`config.mk`:
```
export PLATFORM = sky130hd
export DESIGN_NAME = mc_control_hs_flat
export DESIGN_NICKNAME = d
export VERILOG_FILES = /design/src/rtl/mc_control_hs_if.sv /design/src/rtl/mc_control_hs.sv /design/src/flat_wrapper.sv
export SDC_FILE = /design/constraint.sdc
export NUM_CORES = 1
export LEC_CHECK = 0
export ABC_CLOCK_PERIOD_IN_PS = 5700
export BUFFER_PORTS_ARGS = -buffer_cell sky130_fd_sc_hd__buf_2
export CAP_MARGIN = 5
export CORE_MARGIN = 2
export CORE_UTILIZATION = 45
export CTS_CLUSTER_SIZE = 10
export DETAILED_ROUTE_END_ITERATION = 7
export GPL_ROUTABILITY_DRIVEN = 0
export PLACE_DENSITY = 0.71
export SLEW_MARGIN = 15
export SYNTH_ARGS = -nofsm -noshare
export SYNTH_HDL_FRONTEND = slang
export SYNTH_SLANG_ARGS = --single-unit
```
`constraint.sdc`:
```
create_clock -name clk -period 5.7 [get_ports clk]
set_clock_uncertainty 0.15 [all_clocks]
set_input_delay 1.14 -clock clk [delete_from_list [all_inputs] [get_ports clk]]
set_output_delay 1.14 -clock clk [all_outputs]
set_load 0.02 [all_outputs]
```
`src/rtl/mc_control_hs_if.sv`:
```
// Controller <-> datapath/memory/multiplier signal bundle for the multicycle MIPS-subset controller.
// The master side is the controller; the slave side is the datapath and its handshake partners.
interface mc_control_hs_if #(
   parameter int ALUOP_W = 3
);
   logic [5:0]         Opcode;
   logic [5:0]         funct;
   logic               MemReady;
   logic               MulDone;
   logic               IorD;
   logic               ALUSrcA;
   logic               IRWrite;
   logic               MemWrite;
   logic               PCWrite;
   logic               RegWrite;
   logic               Ori;
   logic               Branch;
   logic [1:0]         ALUSrcB;
   logic [1:0]         PCSrc;
   logic [1:0]         MemtoReg;
   logic [1:0]         RegDst;
   logic [ALUOP_W-1:0] ALUOp;
   logic               MemReq;
   logic               MulStart;
   logic               Trap;
   logic [4:0]         State;

   modport master (
      input  Opcode, funct, MemReady, MulDone,
      output IorD, ALUSrcA, IRWrite, MemWrite, PCWrite, RegWrite, Ori, Branch,
             ALUSrcB, PCSrc, MemtoReg, RegDst, ALUOp, MemReq, MulStart, Trap, State
   );

   modport slave (
      output Opcode, funct, MemReady, MulDone,
      input  IorD, ALUSrcA, IRWrite, MemWrite, PCWrite, RegWrite, Ori, Branch,
             ALUSrcB, PCSrc, MemtoReg, RegDst, ALUOp, MemReq, MulStart, Trap, State
   );
endinterface

```
`src/rtl/mc_control_hs.sv`:
```
// Multicycle MIPS-subset main controller: Moore state decode with Mealy MemReady qualifiers in FETCH,
// variable-latency memory and multiplier handshakes, and a one-cycle trap on illegal opcode or timeout.
module mc_control_hs #(
   parameter int ALUOP_W     = 3,
   parameter int MEM_TIMEOUT = 15,
   parameter int MUL_TIMEOUT = 0,
   parameter int CNT_W       = 8
) (
   input logic            clk,
   input logic            rst_n,
   mc_control_hs_if.master bus
);

   typedef enum logic [4:0] {
      S_FETCH    = 5'd0,
      S_DECODE   = 5'd1,
      S_EXEC     = 5'd2,
      S_ALUWB    = 5'd3,
      S_IMMEX    = 5'd4,
      S_IMMWB    = 5'd5,
      S_BRANCH   = 5'd6,
      S_JUMP     = 5'd7,
      S_JAL      = 5'd8,
      S_JR       = 5'd9,
      S_MEMADR   = 5'd10,
      S_MEMREAD  = 5'd11,
      S_MEMWB    = 5'd12,
      S_MEMWRITE = 5'd13,
      S_MULSTART = 5'd14,
      S_MULWAIT  = 5'd15,
      S_TRAP     = 5'd16
   } state_t;

   localparam logic [ALUOP_W-1:0] ALU_ADD  = ALUOP_W'(0);
   localparam logic [ALUOP_W-1:0] ALU_SUB  = ALUOP_W'(1);
   localparam logic [ALUOP_W-1:0] ALU_FUNC = ALUOP_W'(2);
   localparam logic [ALUOP_W-1:0] ALU_OR   = ALUOP_W'(3);
   localparam logic [ALUOP_W-1:0] ALU_SLT  = ALUOP_W'(4);
   localparam logic [ALUOP_W-1:0] ALU_MUL  = ALUOP_W'(5);

   localparam logic [CNT_W-1:0] MEM_LAST = CNT_W'(MEM_TIMEOUT - 1);
   localparam logic [CNT_W-1:0] MUL_LAST = CNT_W'((MUL_TIMEOUT == 0) ? 0 : MUL_TIMEOUT - 1);
   localparam bit               MUL_TIMED = (MUL_TIMEOUT != 0);

   state_t           state, state_next, dec_state;
   logic [CNT_W-1:0] cnt, cnt_next;
   logic             mem_expired, mul_expired;

   // NOTE: sequential state uses non-blocking assignments so every flop samples pre-edge values.
   always_ff @(posedge clk) begin
      if (!rst_n) begin
         state <= S_FETCH;
         cnt   <= '0;
      end else begin
         state <= state_next;
         cnt   <= cnt_next;
      end
   end

   assign mem_expired = (cnt == MEM_LAST);
   assign mul_expired = MUL_TIMED && (cnt == MUL_LAST);

   // NOTE: every always_comb output gets a default first, so no path can infer a latch.
   always_comb begin
      state_next = state;
      case (state)
         S_FETCH: begin
            if (bus.MemReady)      state_next = S_DECODE;
            else if (mem_expired)  state_next = S_TRAP;
         end
         S_DECODE: begin
            case (bus.Opcode)
               6'h00:                      state_next = (bus.funct == 6'h08) ? S_JR : S_EXEC;
               6'h08, 6'h09, 6'h0a, 6'h0d: state_next = S_IMMEX;
               6'h04:                      state_next = S_BRANCH;
               6'h02:                      state_next = S_JUMP;
               6'h03:                      state_next = S_JAL;
               6'h23, 6'h2b:               state_next = S_MEMADR;
               6'h1c:                      state_next = S_MULSTART;
               default:                    state_next = S_TRAP;
            endcase
         end
         S_EXEC:     state_next = S_ALUWB;
         S_IMMEX:    state_next = S_IMMWB;
         S_MEMADR:   state_next = (bus.Opcode == 6'h23) ? S_MEMREAD : S_MEMWRITE;
         S_MEMREAD: begin
            if (bus.MemReady)      state_next = S_MEMWB;
            else if (mem_expired)  state_next = S_TRAP;
         end
         S_MEMWRITE: begin
            if (bus.MemReady)      state_next = S_FETCH;
            else if (mem_expired)  state_next = S_TRAP;
         end
         S_MULSTART: state_next = S_MULWAIT;
         S_MULWAIT: begin
            if (bus.MulDone)       state_next = S_ALUWB;
            else if (mul_expired)  state_next = S_TRAP;
         end
         default:    state_next = S_FETCH;
      endcase
   end

   // Any state change clears the counter, so only the wait states ever accumulate a count.
   always_comb begin
      cnt_next = '0;
      if (state_next == state) cnt_next = (&cnt) ? cnt : cnt + 1'b1;
   end

   // While reset is held the datapath sees FETCH controls even though State still shows the old state.
   assign dec_state = rst_n ? state : S_FETCH;

   always_comb begin
      bus.IorD     = 1'b0;
      bus.ALUSrcA  = 1'b0;
      bus.IRWrite  = 1'b0;
      bus.MemWrite = 1'b0;
      bus.PCWrite  = 1'b0;
      bus.RegWrite = 1'b0;
      bus.Ori      = 1'b0;
      bus.Branch   = 1'b0;
      bus.ALUSrcB  = 2'b00;
      bus.PCSrc    = 2'b00;
      bus.MemtoReg = 2'b00;
      bus.RegDst   = 2'b00;
      bus.ALUOp    = ALU_ADD;
      bus.MemReq   = 1'b0;
      bus.MulStart = 1'b0;
      bus.Trap     = 1'b0;
      bus.State    = state;
      case (dec_state)
         S_FETCH: begin
            bus.MemReq  = 1'b1;
            bus.ALUSrcB = 2'b01;
            bus.IRWrite = rst_n & bus.MemReady;
            bus.PCWrite = rst_n & bus.MemReady;
         end
         S_DECODE:   bus.ALUSrcB = 2'b11;
         S_EXEC: begin
            bus.ALUSrcA = 1'b1;
            bus.ALUOp   = ALU_FUNC;
         end
         S_ALUWB: begin
            bus.RegWrite = 1'b1;
            bus.RegDst   = 2'b01;
         end
         S_IMMEX: begin
            bus.ALUSrcA = 1'b1;
            bus.ALUSrcB = 2'b10;
            case (bus.Opcode)
               6'h0a:   bus.ALUOp = ALU_SLT;
               6'h0d: begin
                  bus.ALUOp = ALU_OR;
                  bus.Ori   = 1'b1;
               end
               default: bus.ALUOp = ALU_ADD;
            endcase
         end
         S_IMMWB: begin
            bus.RegWrite = 1'b1;
            bus.Ori      = (bus.Opcode == 6'h0d);
         end
         S_BRANCH: begin
            bus.ALUSrcA = 1'b1;
            bus.ALUOp   = ALU_SUB;
            bus.PCSrc   = 2'b01;
            bus.Branch  = 1'b1;
         end
         S_JUMP: begin
            bus.PCWrite = 1'b1;
            bus.PCSrc   = 2'b10;
         end
         S_JAL: begin
            bus.PCWrite  = 1'b1;
            bus.PCSrc    = 2'b10;
            bus.RegWrite = 1'b1;
            bus.RegDst   = 2'b10;
            bus.MemtoReg = 2'b10;
         end
         S_JR: begin
            bus.ALUSrcA = 1'b1;
            bus.PCWrite = 1'b1;
            bus.PCSrc   = 2'b11;
         end
         S_MEMADR: begin
            bus.ALUSrcA = 1'b1;
            bus.ALUSrcB = 2'b10;
         end
         S_MEMREAD: begin
            bus.IorD   = 1'b1;
            bus.MemReq = 1'b1;
         end
         S_MEMWB: begin
            bus.RegWrite = 1'b1;
            bus.MemtoReg = 2'b01;
         end
         S_MEMWRITE: begin
            bus.IorD     = 1'b1;
            bus.MemReq   = 1'b1;
            bus.MemWrite = 1'b1;
         end
         S_MULSTART: begin
            bus.ALUSrcA  = 1'b1;
            bus.ALUOp    = ALU_MUL;
            bus.MulStart = 1'b1;
         end
         S_MULWAIT: begin
            bus.ALUSrcA = 1'b1;
            bus.ALUOp   = ALU_MUL;
         end
         S_TRAP: begin
            bus.Trap    = 1'b1;
            bus.PCWrite = 1'b1;
         end
         default: ;
      endcase
   end

endmodule

```
`src/flat_wrapper.sv`:
```
// flat-port wrapper written by rule: the top's interface ports become plain ports
module mc_control_hs_flat 
#(
   parameter int ALUOP_W     = 3,
   parameter int MEM_TIMEOUT = 15,
   parameter int MUL_TIMEOUT = 0,
   parameter int CNT_W       = 8
)
  (clk, rst_n, bus_Opcode, bus_funct, bus_MemReady, bus_MulDone, bus_IorD, bus_ALUSrcA, bus_IRWrite, bus_MemWrite, bus_PCWrite, bus_RegWrite, bus_Ori, bus_Branch, bus_ALUSrcB, bus_PCSrc, bus_MemtoReg, bus_RegDst, bus_ALUOp, bus_MemReq, bus_MulStart, bus_Trap, bus_State);
  mc_control_hs_if #(.ALUOP_W(ALUOP_W)) bus_i ();
  input logic clk;
  input logic rst_n;
  input wire logic [$bits(bus_i.Opcode)-1:0] bus_Opcode;
  input wire logic [$bits(bus_i.funct)-1:0] bus_funct;
  input wire logic [$bits(bus_i.MemReady)-1:0] bus_MemReady;
  input wire logic [$bits(bus_i.MulDone)-1:0] bus_MulDone;
  output wire logic [$bits(bus_i.IorD)-1:0] bus_IorD;
  output wire logic [$bits(bus_i.ALUSrcA)-1:0] bus_ALUSrcA;
  output wire logic [$bits(bus_i.IRWrite)-1:0] bus_IRWrite;
  output wire logic [$bits(bus_i.MemWrite)-1:0] bus_MemWrite;
  output wire logic [$bits(bus_i.PCWrite)-1:0] bus_PCWrite;
  output wire logic [$bits(bus_i.RegWrite)-1:0] bus_RegWrite;
  output wire logic [$bits(bus_i.Ori)-1:0] bus_Ori;
  output wire logic [$bits(bus_i.Branch)-1:0] bus_Branch;
  output wire logic [$bits(bus_i.ALUSrcB)-1:0] bus_ALUSrcB;
  output wire logic [$bits(bus_i.PCSrc)-1:0] bus_PCSrc;
  output wire logic [$bits(bus_i.MemtoReg)-1:0] bus_MemtoReg;
  output wire logic [$bits(bus_i.RegDst)-1:0] bus_RegDst;
  output wire logic [$bits(bus_i.ALUOp)-1:0] bus_ALUOp;
  output wire logic [$bits(bus_i.MemReq)-1:0] bus_MemReq;
  output wire logic [$bits(bus_i.MulStart)-1:0] bus_MulStart;
  output wire logic [$bits(bus_i.Trap)-1:0] bus_Trap;
  output wire logic [$bits(bus_i.State)-1:0] bus_State;
  assign bus_i.Opcode = bus_Opcode;
  assign bus_i.funct = bus_funct;
  assign bus_i.MemReady = bus_MemReady;
  assign bus_i.MulDone = bus_MulDone;
  assign bus_IorD = bus_i.IorD;
  assign bus_ALUSrcA = bus_i.ALUSrcA;
  assign bus_IRWrite = bus_i.IRWrite;
  assign bus_MemWrite = bus_i.MemWrite;
  assign bus_PCWrite = bus_i.PCWrite;
  assign bus_RegWrite = bus_i.RegWrite;
  assign bus_Ori = bus_i.Ori;
  assign bus_Branch = bus_i.Branch;
  assign bus_ALUSrcB = bus_i.ALUSrcB;
  assign bus_PCSrc = bus_i.PCSrc;
  assign bus_MemtoReg = bus_i.MemtoReg;
  assign bus_RegDst = bus_i.RegDst;
  assign bus_ALUOp = bus_i.ALUOp;
  assign bus_MemReq = bus_i.MemReq;
  assign bus_MulStart = bus_i.MulStart;
  assign bus_Trap = bus_i.Trap;
  assign bus_State = bus_i.State;
  mc_control_hs #(.ALUOP_W(ALUOP_W), .MEM_TIMEOUT(MEM_TIMEOUT), .MUL_TIMEOUT(MUL_TIMEOUT), .CNT_W(CNT_W)) u_core (.clk(clk), .rst_n(rst_n), .bus(bus_i));
endmodule
```
==> impl_metrics.yaml <==
outcome:
  status: "completed"
cells_and_area:
  fin_nets: 275
  layout_commonest_cell: "buf_2"
  layout_common_cells: "buf_2, nor2_1, nand2_1"
  finalNonFillerCells: 300
  antenna_cells: 0
  post-route-util_pct: 54.2
  drive_gt1_share_pct: 19.1
  area_delta_synth_final_pct: 13.6
floorplan:
  std_cell_rows: 20
  die_y_um: 61.1
  ios: 43
  start_util_pct: 47.7
  die_w_um: 61.1
  core-area_um2: 3080
  die_area_um2: 3730
worst_setup_path:
  cp.required_ns: 4.41
  crit_chain: "buf_2 -> nor2b_1 -> nand4_1 -> or3_1 -> a2111oi_0 -> buf_2"
  worst_setup_path_start_kind: "primary input"
  critPathLaunch: "bus_Opcode[2]"
  slowest_delay_ns: 0.42
  critical-path-slowest-cell: "a2111oi_0"
  r2r_start: "u_core.bus.State[2]"
  crit_type: "in -> out"
  critPathArrivalTime_ns: 2.70
  crit_family: "simple AND/OR/NAND/NOR gates"
  cpMostUsedCell: "buf_2"
  cp_max_fo: 9
  worst-path-buf-inv: 2
  end_kind: "output pin"
worst_hold_path:
  hold_path.startpoint: "u_core.cnt[1]"
  hold_class: "reg -> reg"
yosys:
  yosys_most_used_dff: "dfxtp_1"
  async_flop_share_pct: 0
  synth-seq-area-share_pct: 17.7
  synth_cell_types: 48
  mappedNetlistNets: 248
  synth_cells: 230
  synth-edff-count: 0
  yosys_warnings: 0
  syn-mean-instance-area_um2: 6.38
  synth-seq-cells: 13
  netlist_area_um2: 1470
pwr:
  total_leakage_power_nw: 0.675
  p_per_area_nw_per_um2: 157
  ir_worst_vdd_v: 0.000172
detailed_routing:
  drc: 0
  antenna_left: 0
  vias: 1745
  vias_per_cell: 5.82
  drt_iter0_markers: 135
  wl_per_cell_um: 13.4
  finalWirelength_um: 4010
  dr.pass1.iters: 5
place:
  dp_hpwl_um: 3000
  io_buffer_count: 42
  placed_cells: 296
global_route:
  grt_max_degree: 29
  grt-ovfl-total: 0
  grt_pass1_vias: 1446
  grt_first_pass_wirelength_um: 6330
  antenna_found_initial: 0
  grtUsageTotal_pct: 21.7
sta:
  finalMaxSlewViolations: 0
  hold_violations: 0
  tightest_slew_ns: 0.899
  setup_viol_count_final: 0
  rsz0062_at_grt: "false"
  clock.fmax_ghz: 0.250
  slew_headroom_pct: 40.0
  tns_ns: 0
  period_share_pct: 70.0
  finalCriticalPeriod_ns: 3.99
cts:
  postCtsResizedCells: 0
  cts_root_buffer: "clkbuf_4"
  clk_pin_slew_ns: 0.09
  cts_tree: "built"
  clock-sinks: 13
  cts_buffers: 3
  h-tree-depth: 1
  cts_buffer_depth: 2
  postCtsSetupRepairBufs: 0
  clock_latency_ns: 0.28
  hold_buffers: 0
run:
  cap_violations: 0
worst register-to-register path, stage by stage, from the launching register on:
cell and delay (ns):
dfxtp_1 0.73, clkinv_1 0.45, nand2_1 0.20, nor3_1 0.06, a311oi_1 0.51, a21oi_1 0.16
or4b_1 0.70, a211oi_2 0.24
metal layers:
metal	wire length, um	global-route usage (%)	up-vias
li1	-	-	885
met1	1840	29.9	784
met2	1890	36.5	74
met3	268	3.15	2
met4	5	4.04	0
met5	0	0	-
logic make-up (layout without fill, tap and decap cells):
kind of cell	Yosys count	count (layout)	share of synthesized area (%)
AOI/OAI and AO/OA	55	55	24.8
xor gates and xnor gates	3	3	2.30
adders and majority gates	2	2	1.70
buffers and inverters	28	54	8.35
DFF	13	13	17.7
and+or+nand+nor	129	129	45.1
synth_stat cells (all sizes together), types with 3 or more instances:
cell	n	area (um^2)
a31oi	5	31.3
nand4	4	25.0
o2111ai	3	26.3
dfxtp	13	260
inv	7	26.3
nand2b	6	37.5
nor4	6	37.5
nor3	15	80.1
or3	3	18.8
clkbuf	15	56.3
a22oi	3	22.5
buf	5	36.3
nand3	13	65.1
o211ai	4	30.0
and2	4	25.0
nor2	38	143
nand2	18	67.6
o21ai	16	80.1
a21oi	10	50.1
nor2b	10	62.6
sequential cells by signal, summed over array words and instances, names as in the netlist:
name / count
u_core.cnt: 8
u_core.bus.State: 5
path summary, 6_finish.rpt:
check | to | slack (ns) | depth (start not counted)
setup / recovery | bus_ALUOp[1] | 1.71 | 6
hold / removal | u_core.cnt[1] | 0.43 | 2
setup reg to reg | u_core.cnt[4] | 2.43 | 7
hold reg to reg | u_core.cnt[1] | 0.43 | 2
metrics by stage:
stage | hold slack [ns] | cell area [um^2] | total power, mW | worst slack, ns
CTS | 0.428 | 1670 | 0.263 | 1.73
finish | 0.425 | 1670 | 0.262 | 1.71
global route | 0.460 | 1670 | 0.281 | 1.59
global placement | 0.407 | 1640 | 0.202 | 1.84
floorplan | 0.375 | 1470 | 0.179 | 1.22
detailed placement | 0.409 | 1640 | 0.202 | 1.74
report_power, final:
| part | switching, mW | internal, mW | total (mW) |
|---|---|---|---|
| logic | 0.0598 | 0.0345 | 0.0943 |
| registers | 0.0131 | 0.0945 | 0.108 |
| clock network | 0.0339 | 0.0261 | 0.0600 |
area by class of cell:
cell class              instances  area, um^2
well taps                      44        55.1
multi-input cells             189        1080
repair buffers                 42         210
inverters                       8        30.0
clock inverters                 1        5.00
flip-flops and latches         13         260
clock buffers                   3        22.5
fillers                       327        1410
Note: power is estimated with default switching activity, not from simulation.
